===== src/rtl/hash_msg_feeder_pkg.sv =====
`default_nettype none
// ============================================================================
// Module      : hash_feeder_pkg
// Description : Shared types and defaults for the hash message feeder.
//               Holds the feeder state encoding, the default message depth,
//               the default watchdog limit and the digest width.
// Revision    : 1.0 - initial release
// ============================================================================
package hash_feeder_pkg;

    localparam int DEFAULT_DEPTH      = 16;
    localparam int DEFAULT_WDOG_LIMIT = 16;
    localparam int DIGEST_W           = 32;

    typedef enum logic [2:0] {
        COLLECT   = 3'd0,
        DISCARD   = 3'd1,
        FEED      = 3'd2,
        GAP       = 3'd3,
        WAIT_HASH = 3'd4,
        OUT       = 3'd5
    } feeder_state_t;

endpackage : hash_feeder_pkg
`default_nettype wire


===== src/rtl/hash_msg_feeder_if.sv =====
`default_nettype none
// ============================================================================
// Module      : hash_msg_feeder_if
// Description : Bundles the host byte stream, the hash-core side and the
//               digest output of the feeder.
//   Ports (as seen by the feeder, modport slave):
//     in_valid/in_ready/in_data/in_last : host byte stream
//     M_valid/message/counter           : byte pulses + length to the core
//     hash_ready/digest_in              : completion and digest from core
//     dig_valid/dig_ready/dig_data      : digest handshake to the consumer
//     ovf_err/wdog_err                  : one-cycle error pulses
//   modport master is the environment (host, core and consumer) side.
// Revision    : 1.0 - initial release
// ============================================================================
interface hash_msg_feeder_if;
    import hash_feeder_pkg::*;

    logic                in_valid;
    logic                in_ready;
    logic [7:0]          in_data;
    logic                in_last;
    logic                M_valid;
    logic [7:0]          message;
    logic [63:0]         counter;
    logic                hash_ready;
    logic [DIGEST_W-1:0] digest_in;
    logic                dig_valid;
    logic                dig_ready;
    logic [DIGEST_W-1:0] dig_data;
    logic                ovf_err;
    logic                wdog_err;

    modport slave (
        input  in_valid, in_data, in_last, hash_ready, digest_in, dig_ready,
        output in_ready, M_valid, message, counter, dig_valid, dig_data,
               ovf_err, wdog_err
    );

    modport master (
        output in_valid, in_data, in_last, hash_ready, digest_in, dig_ready,
        input  in_ready, M_valid, message, counter, dig_valid, dig_data,
               ovf_err, wdog_err
    );

endinterface : hash_msg_feeder_if
`default_nettype wire


===== src/rtl/hash_msg_feeder_byte_fifo.sv =====
`default_nettype none
// ============================================================================
// Module      : byte_fifo
// Description : Synchronous first-word-fall-through byte FIFO. head is valid
//               whenever empty is low. flush clears the FIFO and wins over a
//               simultaneous push/pop.
//   Ports: clk, rst_n (async, active-low), push/din, pop, flush,
//          full, empty, head
// Revision    : 1.0 - initial release
// ============================================================================
module byte_fifo #(
    parameter int DEPTH = 16
) (
    input  wire logic       clk,
    input  wire logic       rst_n,
    input  wire logic       push,
    input  wire logic [7:0] din,
    input  wire logic       pop,
    input  wire logic       flush,
    output logic            full,
    output logic            empty,
    output logic [7:0]      head
);

    localparam int AW = $clog2(DEPTH);

    logic [7:0]  r_mem [DEPTH];
    logic [AW-1:0] r_wr_ptr;
    logic [AW-1:0] r_rd_ptr;
    logic [AW:0]   r_count;
    logic          w_do_push;
    logic          w_do_pop;

    assign full      = (r_count == (AW+1)'(DEPTH));
    assign empty     = (r_count == '0);
    assign head      = r_mem[r_rd_ptr];
    assign w_do_push = push && !full;
    assign w_do_pop  = pop && !empty;

    always_ff @(posedge clk or negedge rst_n) begin
        if (!rst_n) begin
            r_wr_ptr <= '0;
            r_rd_ptr <= '0;
            r_count  <= '0;
        end else if (flush) begin
            r_wr_ptr <= '0;
            r_rd_ptr <= '0;
            r_count  <= '0;
        end else begin
            if (w_do_push) r_wr_ptr <= r_wr_ptr + AW'(1);
            if (w_do_pop)  r_rd_ptr <= r_rd_ptr + AW'(1);
            case ({w_do_push, w_do_pop})
                2'b10:   r_count <= r_count + (AW+1)'(1);
                2'b01:   r_count <= r_count - (AW+1)'(1);
                default: r_count <= r_count;
            endcase
        end
    end

    // Storage carries no reset: a slot is only read after it was written.
    always_ff @(posedge clk) begin
        if (w_do_push && !flush) r_mem[r_wr_ptr] <= din;
    end

endmodule : byte_fifo
`default_nettype wire


===== src/rtl/hash_msg_feeder.sv =====
`default_nettype none
// ============================================================================
// Module      : hash_msg_feeder
// Description : Buffers a whole message from a byte stream, then replays it
//               to the hash core as one-cycle M_valid pulses spaced exactly
//               two cycles apart, supplies the 64-bit length and returns the
//               digest through a valid/ready handshake.
//   Ports: clk, rst_n (async, active-low), bus (hash_msg_feeder_if.slave)
//   Option: define HASH_FEEDER_WDOG_EN to enable a WAIT_HASH timeout of
//           WDOG_LIMIT cycles reported on wdog_err; otherwise wdog_err = 0.
// Revision    : 1.0 - initial release
// ============================================================================
module hash_msg_feeder
    import hash_feeder_pkg::*;
#(
    parameter int DEPTH      = DEFAULT_DEPTH,
    parameter int WDOG_LIMIT = DEFAULT_WDOG_LIMIT
) (
    input  wire logic         clk,
    input  wire logic         rst_n,
    hash_msg_feeder_if.slave  bus
);

    localparam int LEN_W = $clog2(DEPTH) + 1;

    if (DEPTH < 2 || (DEPTH & (DEPTH - 1)) != 0 || WDOG_LIMIT < 1) begin : g_bad_param
        $error("hash_msg_feeder: DEPTH must be a power of 2 >= 2, WDOG_LIMIT >= 1");
    end

    feeder_state_t       r_state;
    feeder_state_t       w_next;
    logic [LEN_W-1:0]    r_len;
    logic [63:0]         r_counter;
    logic                r_m_valid;
    logic [7:0]          r_message;
    logic                r_dig_valid;
    logic [DIGEST_W-1:0] r_dig_data;
    logic                r_ovf_err;
    logic                r_hash_ready_q;

    logic w_in_ready, w_accept, w_push, w_commit, w_flush, w_done;
    logic w_hash_rise, w_capture, w_wdog_fire;
    logic w_fifo_full, w_fifo_empty;
    logic [7:0] w_head;

    assign w_in_ready  = (r_state == COLLECT) || (r_state == DISCARD);
    assign w_accept    = bus.in_valid && w_in_ready;
    assign w_push      = (r_state == COLLECT) && w_accept;
    assign w_commit    = w_push && bus.in_last;
    // The DEPTH-th byte without in_last is the overflow point; len never wraps.
    assign w_flush     = w_push && !bus.in_last && (r_len == LEN_W'(DEPTH - 1));
    assign w_hash_rise = bus.hash_ready && !r_hash_ready_q;
    assign w_capture   = (r_state == WAIT_HASH) && w_hash_rise;
    assign w_done      = ((r_state == OUT) && bus.dig_ready) || w_wdog_fire;

    byte_fifo #(.DEPTH(DEPTH)) u_fifo (
        .clk   (clk),
        .rst_n (rst_n),
        .push  (w_push && !w_fifo_full),
        .din   (bus.in_data),
        .pop   (r_state == FEED),
        .flush (w_flush),
        .full  (w_fifo_full),
        .empty (w_fifo_empty),
        .head  (w_head)
    );

`ifdef HASH_FEEDER_WDOG_EN
    localparam int WD_W = $clog2(WDOG_LIMIT + 1);

    logic [WD_W-1:0] r_wdog_cnt;
    logic            r_wdog_err;

    assign w_wdog_fire = (r_state == WAIT_HASH) && !w_hash_rise &&
                         (r_wdog_cnt == WD_W'(WDOG_LIMIT - 1));

    always_ff @(posedge clk or negedge rst_n) begin
        if (!rst_n) begin
            r_wdog_cnt <= '0;
            r_wdog_err <= 1'b0;
        end else begin
            r_wdog_cnt <= (r_state == WAIT_HASH) ? r_wdog_cnt + WD_W'(1) : '0;
            r_wdog_err <= w_wdog_fire;
        end
    end

    assign bus.wdog_err = r_wdog_err;
`else
    assign w_wdog_fire  = 1'b0;
    assign bus.wdog_err = 1'b0;
`endif

    always_ff @(posedge clk or negedge rst_n) begin
        if (!rst_n) r_state <= COLLECT;
        else        r_state <= w_next;
    end

    always_comb begin
        w_next = r_state;
        unique case (r_state)
            COLLECT: begin
                if (w_commit)     w_next = FEED;
                else if (w_flush) w_next = DISCARD;
            end
            DISCARD:   if (w_accept && bus.in_last) w_next = COLLECT;
            FEED:      w_next = GAP;
            // The idle GAP cycle between bytes is what the core relies on.
            GAP:       w_next = w_fifo_empty ? WAIT_HASH : FEED;
            WAIT_HASH: begin
                if (w_capture)        w_next = OUT;
                else if (w_wdog_fire) w_next = COLLECT;
            end
            OUT:       if (bus.dig_ready) w_next = COLLECT;
            default:   w_next = COLLECT;
        endcase
    end

    always_ff @(posedge clk or negedge rst_n) begin
        if (!rst_n) begin
            r_len          <= '0;
            r_counter      <= '0;
            r_m_valid      <= 1'b0;
            r_message      <= '0;
            r_dig_valid    <= 1'b0;
            r_dig_data     <= '0;
            r_ovf_err      <= 1'b0;
            r_hash_ready_q <= 1'b0;
        end else begin
            r_hash_ready_q <= bus.hash_ready;
            r_m_valid      <= (r_state == FEED);
            r_dig_valid    <= (w_next == OUT);
            r_ovf_err      <= w_flush;
            if (r_state == FEED) r_message  <= w_head;
            if (w_capture)        r_dig_data <= bus.digest_in;
            if (w_commit)         r_counter  <= 64'(r_len) + 64'd1;
            if (w_flush || w_done) r_len <= '0;
            else if (w_push)       r_len <= r_len + LEN_W'(1);
        end
    end

    assign bus.in_ready  = w_in_ready;
    assign bus.M_valid   = r_m_valid;
    assign bus.message   = r_message;
    assign bus.counter   = r_counter;
    assign bus.dig_valid = r_dig_valid;
    assign bus.dig_data  = r_dig_data;
    assign bus.ovf_err   = r_ovf_err;

endmodule : hash_msg_feeder
`default_nettype wire

===== src/flat_wrapper.sv =====
// flat-port wrapper written by rule: the top's interface ports become plain ports
module hash_msg_feeder_flat import hash_feeder_pkg::*;
#(
    parameter int DEPTH      = DEFAULT_DEPTH,
    parameter int WDOG_LIMIT = DEFAULT_WDOG_LIMIT
)
  (clk, rst_n, bus_in_valid, bus_in_data, bus_in_last, bus_hash_ready, bus_digest_in, bus_dig_ready, bus_in_ready, bus_M_valid, bus_message, bus_counter, bus_dig_valid, bus_dig_data, bus_ovf_err, bus_wdog_err);
  hash_msg_feeder_if bus_i ();
  input  wire logic clk;
  input  wire logic rst_n;
  input wire logic [$bits(bus_i.in_valid)-1:0] bus_in_valid;
  input wire logic [$bits(bus_i.in_data)-1:0] bus_in_data;
  input wire logic [$bits(bus_i.in_last)-1:0] bus_in_last;
  input wire logic [$bits(bus_i.hash_ready)-1:0] bus_hash_ready;
  input wire logic [$bits(bus_i.digest_in)-1:0] bus_digest_in;
  input wire logic [$bits(bus_i.dig_ready)-1:0] bus_dig_ready;
  output wire logic [$bits(bus_i.in_ready)-1:0] bus_in_ready;
  output wire logic [$bits(bus_i.M_valid)-1:0] bus_M_valid;
  output wire logic [$bits(bus_i.message)-1:0] bus_message;
  output wire logic [$bits(bus_i.counter)-1:0] bus_counter;
  output wire logic [$bits(bus_i.dig_valid)-1:0] bus_dig_valid;
  output wire logic [$bits(bus_i.dig_data)-1:0] bus_dig_data;
  output wire logic [$bits(bus_i.ovf_err)-1:0] bus_ovf_err;
  output wire logic [$bits(bus_i.wdog_err)-1:0] bus_wdog_err;
  assign bus_i.in_valid = bus_in_valid;
  assign bus_i.in_data = bus_in_data;
  assign bus_i.in_last = bus_in_last;
  assign bus_i.hash_ready = bus_hash_ready;
  assign bus_i.digest_in = bus_digest_in;
  assign bus_i.dig_ready = bus_dig_ready;
  assign bus_in_ready = bus_i.in_ready;
  assign bus_M_valid = bus_i.M_valid;
  assign bus_message = bus_i.message;
  assign bus_counter = bus_i.counter;
  assign bus_dig_valid = bus_i.dig_valid;
  assign bus_dig_data = bus_i.dig_data;
  assign bus_ovf_err = bus_i.ovf_err;
  assign bus_wdog_err = bus_i.wdog_err;
  hash_msg_feeder #(.DEPTH(DEPTH), .WDOG_LIMIT(WDOG_LIMIT)) u_core (.clk(clk), .rst_n(rst_n), .bus(bus_i));
endmodule

===== config.mk =====
export PLATFORM = sky130hd
export DESIGN_NAME = hash_msg_feeder_flat
export DESIGN_NICKNAME = d
export VERILOG_FILES = /design/src/rtl/hash_msg_feeder_pkg.sv /design/src/rtl/hash_msg_feeder_if.sv /design/src/rtl/hash_msg_feeder_byte_fifo.sv /design/src/rtl/hash_msg_feeder.sv /design/src/flat_wrapper.sv
export SDC_FILE = /design/constraint.sdc
export NUM_CORES = 1
export LEC_CHECK = 0
export ABC_AREA = 1
export ABC_CLOCK_PERIOD_IN_PS = 5800
export CAP_MARGIN = 10
export CORE_ASPECT_RATIO = 1.1
export CORE_MARGIN = 8
export CORE_UTILIZATION = 39
export CTS_CLUSTER_SIZE = 8
export DETAILED_ROUTE_END_ITERATION = 10
export GPL_TIMING_DRIVEN = 0
export MAX_ROUTING_LAYER = met4
export PLACE_DENSITY_LB_ADDON = 0.05
export SYNTH_ARGS = -nofsm -noshare
export SYNTH_HDL_FRONTEND = slang
export SYNTH_SLANG_ARGS = --single-unit

===== constraint.sdc =====
create_clock -name clk -period 5.8 [get_ports clk]
set_input_delay 0.58 -clock clk [delete_from_list [all_inputs] [get_ports clk]]
set_output_delay 0.58 -clock clk [all_outputs]
set_load 0.005 [all_outputs]

* After elaboration in Yosys (flattened, before gate mapping)
Memories as Yosys holds them, arrays and structs flattened. A register that Yosys moved wholly into a read port is not among the register bits.
Index checks and enable logic that the tools add are counted.
** Word-level totals
- Bits in latches :: 0
- Flip-flop bits (word level) :: 121
- Bits of input ports :: 46
- Memories :: 1
- Memory bits (read-only) :: 0
- RAM bits :: 128
- Output and inout port bits :: 109
** Memory list
- u_core.u_fifo.r_mem :: depth 16, bits a word 8, rd ports 1, clocked after memory_dff 1, write ports 1, RTL line hash_msg_feeder_byte_fifo.sv:27 : logic [7:0] r_mem [DEPTH];
** Cells by class
- Bitwise logic cells :: 0
- Divide/modulo/power cells :: 0
- $lt $le $gt $ge :: 0
- Shift-type cells :: 0
- Multiplexer cells :: 17
- Add/subtract/negate cells :: 6
- Eq/ne operators :: 10
- Reduce and logical (&&, ||, !) cells :: 27
- Multiply operators :: 0
** Operator list (number)
- $mux 3 :: 6
- $pmux 3 s6 :: 1
- $mux 4 :: 4
- $mux 5 :: 3
- $logic_and 1x1->1 :: 13
- $add 5x1->5 const B :: 2
- $pmux 5 s2 :: 1
- $eq 3x3->1 const B :: 3
- $add 4x1->4 const B :: 2
- $add 5x1->6 const B :: 1
- $eq 3x2->1 const B :: 2
- $logic_not 1->1 :: 6
- $reduce_bool 2->1 :: 3
- $eq 5x4->1 const B :: 1
- $eq 5x5->1 const B :: 1
- $logic_not 5->1 :: 1
- $sub 5x1->5 const B :: 1
- $eq 3x1->1 const B :: 1
- $logic_not 3->1 :: 1
- $reduce_bool 3->1 :: 1
- $eq 2x1->1 const B :: 1
- $eq 2x2->1 const B :: 1
- $logic_or 1x1->1 :: 2
- $mux 1 :: 2

* Longest topological paths before layout
Gate-level depths: netlist of run 1.
- Word-level depth :: 10
- Mapped depth :: 14
- Depth with buffers taken out :: 14

* Cells and area by module
Synthesis of run 1 repeated with hierarchy kept, for this count alone.
** Unflattened totals
- Cell total of the unflattened synthesis :: 825
- Area total of the unflattened synthesis :: 8793.4 um^2
** By module, submodules not included
- byte_fifo :: seq. area each 4169.0 um^2, times used 1, cells an instance 501, area an instance 6027.0 um^2
- hash_msg_feeder :: seq. area each 1451.4 um^2, times used 1, cells an instance 324, area an instance 2766.4 um^2

* Worst setup path before layout of run 1
OpenSTA, ideal clock, no wires.
- Path type :: register -> register
- Start :: reg u_core.r_len[0]
- End :: mem u_core.u_fifo.r_mem[1][0], enable pin
- Data arrival time :: 1.835 ns
- Period minus slack after synthesis :: 2.218 ns
- Stages on the path, launching flop included :: 10
- Setup slack :: 3.582 ns
- Library setup time :: 0.383 ns
- Path buffers :: 0
- Cell sequence :: dfrtp_1 > ha_1 > nand2_1 > nor2_1 > ha_1 > nand2_1 > nor2_4 > nor2_2 > nand2_1 > nor3_1
** On the way
- Cells in the longest elaborated chain, start to end :: 6
** Ends and longest elaborated chain
- start, declared :: RTL line hash_msg_feeder.sv:32 : logic [LEN_W-1:0] r_len;
- start signal, assigned :: RTL line hash_msg_feeder.sv:137 : else if (w_push) r_len <= r_len + LEN_W'(1);
- $eq 5x4->1 :: RTL line hash_msg_feeder.sv:51 : assign w_flush = w_push && !bus.in_last && (r_len == LEN_W'(DEPTH - 1));
- $logic_and 1x1->1 :: RTL line hash_msg_feeder.sv:51
- net u_core.u_fifo.flush :: RTL line hash_msg_feeder_byte_fifo.sv:19 : input wire logic flush,
- $logic_not 1->1 :: RTL line hash_msg_feeder_byte_fifo.sv:62 : if (w_do_push && !flush) r_mem[r_wr_ptr] <= din;
- $logic_and 1x1->1 :: RTL line hash_msg_feeder_byte_fifo.sv:62
- $mux 1 :: RTL line hash_msg_feeder_byte_fifo.sv:62
- $mux 1 (implied by the code) :: RTL line hash_msg_feeder_byte_fifo.sv:62
- end, declared :: RTL line hash_msg_feeder_byte_fifo.sv:27
The timed path passes the listed nets, and every way through them passes these cells.

* Worst setup path in the final report of run 1
- Start :: reg u_core.r_len[0]
- End :: mem u_core.u_fifo.r_mem[3][4], enable pin
The elaborated chain is that of the path after synthesis.

==> results of run 1 <==
-- cell type report --
cell class | count | area, µm² | share of cell area (%)
Tap cell | 295 | 369 | 3.37
Multi-Input combinational cell | 597 | 2620 | 23.9
Clock inverter | 15 | 225 | 2.06
Sequential cell | 199 | 5620 | 51.3
Timing Repair Buffer | 97 | 986 | 9.00
Buffer | 93 | 606 | 5.53
Inverter | 27 | 101 | 0.925
Clock buffer | 17 | 425 | 3.88
-- layer usage --
layer | wire [µm] | part of all wire, %
met2 | 10300 | 46
met5 | 0 | 0
met4 | 601 | 2.7
met1 | 10000 | 45
met3 | 1290 | 5.8
-- registers in the layout, indices dropped and copies added, names as in the netlist, 3 cells and up --
register / flops
u_core.bus.dig_data: 32
u_core.u_fifo.r_mem: 128
u_core.bus.counter: 6
u_core.r_len: 5
u_core.bus.message: 8
u_core.u_fifo.r_count: 5
u_core.r_state: 3
u_core.u_fifo.r_rd_ptr: 4
u_core.u_fifo.r_wr_ptr: 4
-- kinds of logic after synthesis --
| kind of cell | share of synthesized area [%] |
|---|---|
| buffers and inverters | 8.11 |
| and+or+nand+nor | 23.9 |
| adders and majority gates | 1.66 |
| other | 0.0430 |
| xor gates and xnor gates | 0.402 |
| AOI/OAI and AO/OA | 1.42 |
| DFF | 64.5 |
-- worst paths after layout --
| check | startpoint | end | slack, ns | depth (start not counted) |
|---|---|---|---|---|
| max in group asynchronous | rst_n | u_core.bus.dig_data[29] | 4.69 | 3 |
| min in group asynchronous | rst_n | u_core.bus.message[3] | 0.54 | 2 |
| worst max-delay path | u_core.r_len[0] | u_core.u_fifo.r_mem[3][4] | 3.02 | 10 |
| worst min-delay path | u_core.bus.dig_data[21] | u_core.bus.dig_data[21] | 0.47 | 2 |
| worst min register to register | u_core.bus.dig_data[21] | u_core.bus.dig_data[21] | 0.47 | 2 |
| worst max register to register | u_core.r_len[0] | u_core.u_fifo.r_mem[3][4] | 3.02 | 10 |
-- layout by cell type, fill, tap and decap left out, drive strengths merged --
master         netlist  routed
nor2                30      30
nand4                3       3
clkinv               2       7
clkdlybuf4s50        0      94
xnor2                2       2
xor2                 2       2
nand3b               2       2
dfrtp               71      71
inv                 25      27
dlygate4sd3          0       1
a21oi                7       7
o211ai               1       1
fa                   1       1
bufinv               0       5
or2                  1       1
o21ai               15      15
clkinvlp             0       3
a31oi                1       1
nand3              116     116
edfxtp             128     128
nand2              341     341
conb                 1      59
clkbuf               9      26
buf                 84      86
nor3                 6       6
ha                  10      10
-- per-stage QoR --
stage | hold WS (ns) | instances | utilization, %
5_1_grt | 0.489 | 1340 | 49.7
4_1_cts | 0.476 | 1340 | 49.7
3_5_place_dp | 0.432 | 1307 | 46.7
3_3_place_gp | 0.453 | 1306 | 46.5
6_report | 0.470 | 1340 | 49.7
2_1_floorplan | 0.284 | 916 | -
-- worst max-delay path, stage by stage, from the launching register on --
cell and delay (ns):
dfrtp_1 0.43, ha_1 0.26, nand2_1 0.07, nor2_1 0.04, ha_1 0.17, nand2_1 0.10, nor2_4 0.08, inv_2 0.09
buf_2 0.24, nand3_1 0.20, nor2_1 0.72
-- synth_stat cells (2+ instances only) --
master	count
a21oi_1	7
buf_1	2
buf_2	22
buf_4	59
clkbuf_1	9
clkinv_1	2
dfrtp_1	71
edfxtp_1	128
ha_1	10
inv_1	18
inv_2	7
nand2_1	339
nand3_1	115
nand3b_1	2
nand4_1	3
nor2_1	26
nor2_2	3
nor3_1	5
o21ai_0	10
o21ai_1	5
xnor2_1	2
xor2_1	2
-- report_power, final --
| group | total (µW) | leakage, µW | switching (µW) | internal, µW |
|---|---|---|---|---|
| logic | 1770 | 0.00243 | 1110 | 663 |
| registers | 1800 | 0.00205 | 118 | 1690 |
| clock network | 1300 | 0.000307 | 534 | 768 |
==> key figures, run 1 <==
CTS
  – Count of buffers added by post-CTS timing repair for setup: 0
  – Clock net sink count: 199
  – Number of hold buffers added after cts: 1
  – Clock Root Buffer: clkbuf_16
  – CTS Buf Count: 17
  – CTS tree: yes
  – Largest buffer count on any clock path: 2
  – Clock-pin transition on the worst setup and hold timing paths: 0.08 ns
  – Source-to-sink clock delay at the later pin of the worst-skew pair: 0.43 ns
  – Number of resized instances in the post-cts repair step: 0
  – Htree depth: 4

Layout
  – Post-Layout Inst Area: 11000 µm²
  – Layout-stage area growth over the synthesis result: 25.6%
  – Fraction of final layout cells with drive strength greater than 1: 12.7%
  – Number of fillers in the final layout: 2040
  – N_diodes: 0
  – Post-layout net count: 1089

Synth
  – Cell types occupying the most area after synthesis: edfxtp_1, dfrtp_1, nand2_1
  – Synth Instances: 858
  – Post-synth top area share: 44.1%
  – Total standard cell area after synthesis: 8720 µm²
  – Number of distinct library cells after synthesis: 33
  – Cell taking the most area after synthesis: edfxtp_1
  – Post-synth EDFFs: 128
  – Synthesis warning total: 0
  – Avg Synthesized Cell Area: 10.2 µm²
  – Seq/Total Area, Yosys: 64.5%
  – Primary FF master, synth: edfxtp_1
  – Synthesized flop and latch total: 199
  – Post-synthesis async set-or-reset flop share: 35.7%

Timing
  – Highest clock rate: 359 MHz
  – Slew at the pin closest to its max-slew limit: 1.15 ns
  – Slew Viols, Final: 0
  – Crit path time final: 2.78 ns
  – RSZ-0062 raised after global routing: false
  – Relative slew margins: 23.0%
  – Worst clock skew: 0.0125 ns
  – Final worst path period share: 48.0%
  – Number of hold violations in the final report: 0
  – Final number of setup-violating endpoints: 0
  – Fin worst setup slack: 3.02 ns
  – Total negative slack: 0 ns

Setup path
  – Crit path required time: 5.86 ns
  – Worst EP arrival: 2.84 ns
  – Critical path peak fanout: 10
  – Worst setup SP type: register
  – Worst Path Class, Setup: register to register
  – Critical Path End Type: register

Die
  – Number of I/O pins: 155
  – Die height: 173 µm
  – Area of the die: 27400 µm²
  – Core area: 22000 µm²
  – Die width: 159 µm
  – Starting Density: 39.6%
  – Number of standard-cell rows in the floorplan: 57

Drt
  – Overall via count from detail_route: 6074
  – Antenna Nets Post-Route: 0
  – Vias per inst: 4.53
  – Routed WL per cell: 16.6 µm
  – DRC errors left: 0
  – First drt pass iteration count: 5
  – Detailed router's first-iteration violation count: 348
  – Detailed-route wire length: 22200 µm

Pwr
  – Worst supply voltage drop on vdd: 0.000218 V
  – Areal power density over the cells: 445 nW/µm²
  – Power Total: 4880 µW
  – Static leakage power: 0.00479 µW

Worst hold path
  – Type of the worst min-delay path: register to register

Global route
  – Total global routing track utilization: 17.2%
  – GRT busiest layer: met2
  – Total congestion overflow after global routing: 0
  – Initial antenna violation count: 0
  – Global-route track usage on met1: 22.0%
  – M3 GR Usage: 4.56%
  – First-pass GRT wire length: 34700 µm
  – Met2 usage: 25.9%
  – Largest net degree at the start of global routing: 63
  – Number of global-route vias before repair: 6057

Placed design
  – Half-perimeter wire length after detailed placement: 15600 µm
  – Final RePlAce weighted congestion: 0.869
  – Area of placed instances: 10300 µm²
  – Post-placement setup slack: 2.66 ns
  – Number of input and output port buffers inserted: 95

Job
  – Max-cap viol count: 0

Status
  – Result of the run: complete, no violations
Power figures use the tool's default switching activity.
==> run 2: changes to the inputs <==
--- a/config.mk
+++ b/config.mk
@@ -6,7 +6,7 @@
 export NUM_CORES = 1
 export LEC_CHECK = 0
 export ABC_AREA = 1
-export ABC_CLOCK_PERIOD_IN_PS = 5800
+export ABC_CLOCK_PERIOD_IN_PS = 2450
 export CAP_MARGIN = 10
 export CORE_ASPECT_RATIO = 1.1
 export CORE_MARGIN = 8
==> constraint.sdc (replaced) <==
create_clock -name clk -period 2.45 [get_ports clk]
set_input_delay 0.245 -clock clk [delete_from_list [all_inputs] [get_ports clk]]
set_output_delay 0.245 -clock clk [all_outputs]
set_load 0.005 [all_outputs]
==> key figures, run 2 (synthesized netlist as in run 1, its figures left out) <==
Status
  – Result of the run: complete, no violations

Die
  – Core area: 22000 µm²
  – Number of I/O pins: 155
  – Number of standard-cell rows in the floorplan: 57
  – Starting Density: 39.6%
  – Area of the die: 27400 µm²
  – Die width: 159 µm
  – Die height: 173 µm

Timing
  – Slew Viols, Final: 0
  – Number of hold violations in the final report: 0
  – Crit path time final: 2.32 ns
  – Hold_ws: 0.211 ns
  – Final worst path period share: 94.7%
  – Highest clock rate: 431 MHz
  – Relative slew margins: 46.0%
  – Worst clock skew: 0.0113 ns
  – Fin worst setup slack: 0.129 ns
  – Final number of setup-violating endpoints: 0
  – Slew at the pin closest to its max-slew limit: 0.807 ns
  – RSZ-0062 raised after global routing: true

Global route
  – Total global routing track utilization: 17.3%
  – Initial antenna violation count: 0
  – Total congestion overflow after global routing: 0
  – First-pass GRT wire length: 34900 µm
  – Largest net degree at the start of global routing: 63
  – Number of global-route vias before repair: 6101

Setup path
  – Worst Path Class, Setup: register to register
  – Critical Path End Type: register
  – Critical path peak fanout: 8
  – Worst EP arrival: 2.38 ns
  – Reg2reg end: u_core.u_fifo.r_mem[13][6]
  – Worst setup SP type: register
  – Worst Reg2Reg Path Length in Cells: 9
  – Crit path required time: 2.51 ns
  – R2R setup slack: 0.13 ns
  – Reg-to-Reg Start: u_core.r_len[0]

Layout
  – Reg with most FFs: u_core.u_fifo.r_mem
  – Post-layout net count: 1096
  – Layout-stage area growth over the synthesis result: 28.9%
  – Commonest cells after routing, fill and taps aside: nand2_1, edfxtp_1, nand3_1
  – Flip-flop count of the largest register, all copies and words added: 128
  – Fraction of final layout cells with drive strength greater than 1: 15.1%
  – Leading cell type in the layout, fill and taps excluded: nand2_1
  – Post-Layout Inst Area: 11200 µm²
  – N_diodes: 0

CTS
  – Largest buffer count on any clock path: 2
  – Htree depth: 4
  – Source-to-sink clock delay at the later pin of the worst-skew pair: 0.43 ns
  – CTS Buf Count: 17
  – CTS tree: yes
  – Clock Root Buffer: clkbuf_16
  – Clock net sink count: 199
  – Clock-pin transition on the worst setup and hold timing paths: 0.07 ns

Drt
  – Vias per inst: 4.54
  – Routed WL per cell: 16.5 µm
  – Antenna Nets Post-Route: 0
  – Metal1 wirelength: 10200 µm
  – Met3 wire length: 1120 µm
  – DRC errors left: 0
  – Overall via count from detail_route: 6115
  – First drt pass iteration count: 4
  – Highest metal layer with signal wires: met4
  – Wire length on met2: 10400 µm
  – Detailed router's first-iteration violation count: 337
  – Detailed-route wire length: 22300 µm

Placed design
  – Post-placement setup slack: -0.378 ns
  – Area of placed instances: 10300 µm²
  – Half-perimeter wire length after detailed placement: 15600 µm
  – Number of input and output port buffers inserted: 95
  – Final RePlAce weighted congestion: 0.869

Pwr
  – Worst supply voltage drop on vdd: 0.000539 V
  – Areal power density over the cells: 1040 nW/µm²
  – Static leakage power: 0.00487 µW

Worst hold path
  – Type of the worst min-delay path: input pin to asynchronous set/reset pin

Job
  – Max-cap viol count: 0
run 2: per-stage QoR:
step,power [µW],cells,utilization (%),setup TNS [ns]
floorplan,6880,916,-,0
global placement,8540,1306,46.5,-143.68
detailed placement,8580,1307,46.7,-31.38
CTS,11700,1346,50.7,-6.56
global route,12400,1347,51.0,-0.693
finish,11700,1347,51.0,0
run 2: repair_timing:
action / 4_1_cts / 5_1_grt
resized for setup: 22 / 11
endpoints found under the setup margin: 128 / 128
pin swaps: 6 / 3
hold buffers: 1 / 0
endpoints found under the hold margin: 71 / 0
setup buffers: 6 / 2
run 2: routing by layer:
layer	vias to the layer above	track usage, %
met3	24	4.49
li1	3080	-
met4	0	6.10
met2	138	26.1
met1	2873	22.0
met5	-	-
run 2: power by group:
| group | internal [µW] | switching [µW] |
|---|---|---|
| logic | 1590 | 2720 |
| registers | 3990 | 299 |
| clock network | 1820 | 1270 |
run 2: worst max path at each step:
stage | startpoint | to | slack [ns] | cells after the start
2_1_floorplan | u_core.r_len[0] | u_core.u_fifo.r_mem[1][0] | 0.23 | 9
3_3_place_gp | rst_n | u_core.bus.dig_data[5] | -1.56 | 1
3_5_place_dp | u_core.r_len[0] | u_core.u_fifo.r_mem[3][0] | -0.38 | 10
4_1_cts | u_core.r_len[0] | u_core.u_fifo.r_mem[12][6] | -0.22 | 10
5_1_grt | u_core.r_len[0] | u_core.u_fifo.r_mem[5][2] | -0.05 | 9
6_report | u_core.r_len[0] | u_core.u_fifo.r_mem[13][6] | 0.13 | 9
run 2: worst max-delay path, cell delays in order (launching register included):
cell and delay (ns):
dfrtp_1 0.43, ha_1 0.25, nand2_1 0.07, nor2_1 0.04
ha_1 0.17, nand2_1 0.10, nor2_4 0.08, nor2_2 0.14
nand2_2 0.13, nor3_2 0.53
run 2: cell type report:
cell class / instances / area [µm²]
multi-input cells: 597 / 2760
repair buffers: 105 / 1150
plain buffers: 92 / 601
clock inverters: 15 / 225
well taps: 295 / 369
inverters: 27 / 101
clock buffers: 17 / 425
fillers: 2009 / 10800
flip-flops and latches: 199 / 5620
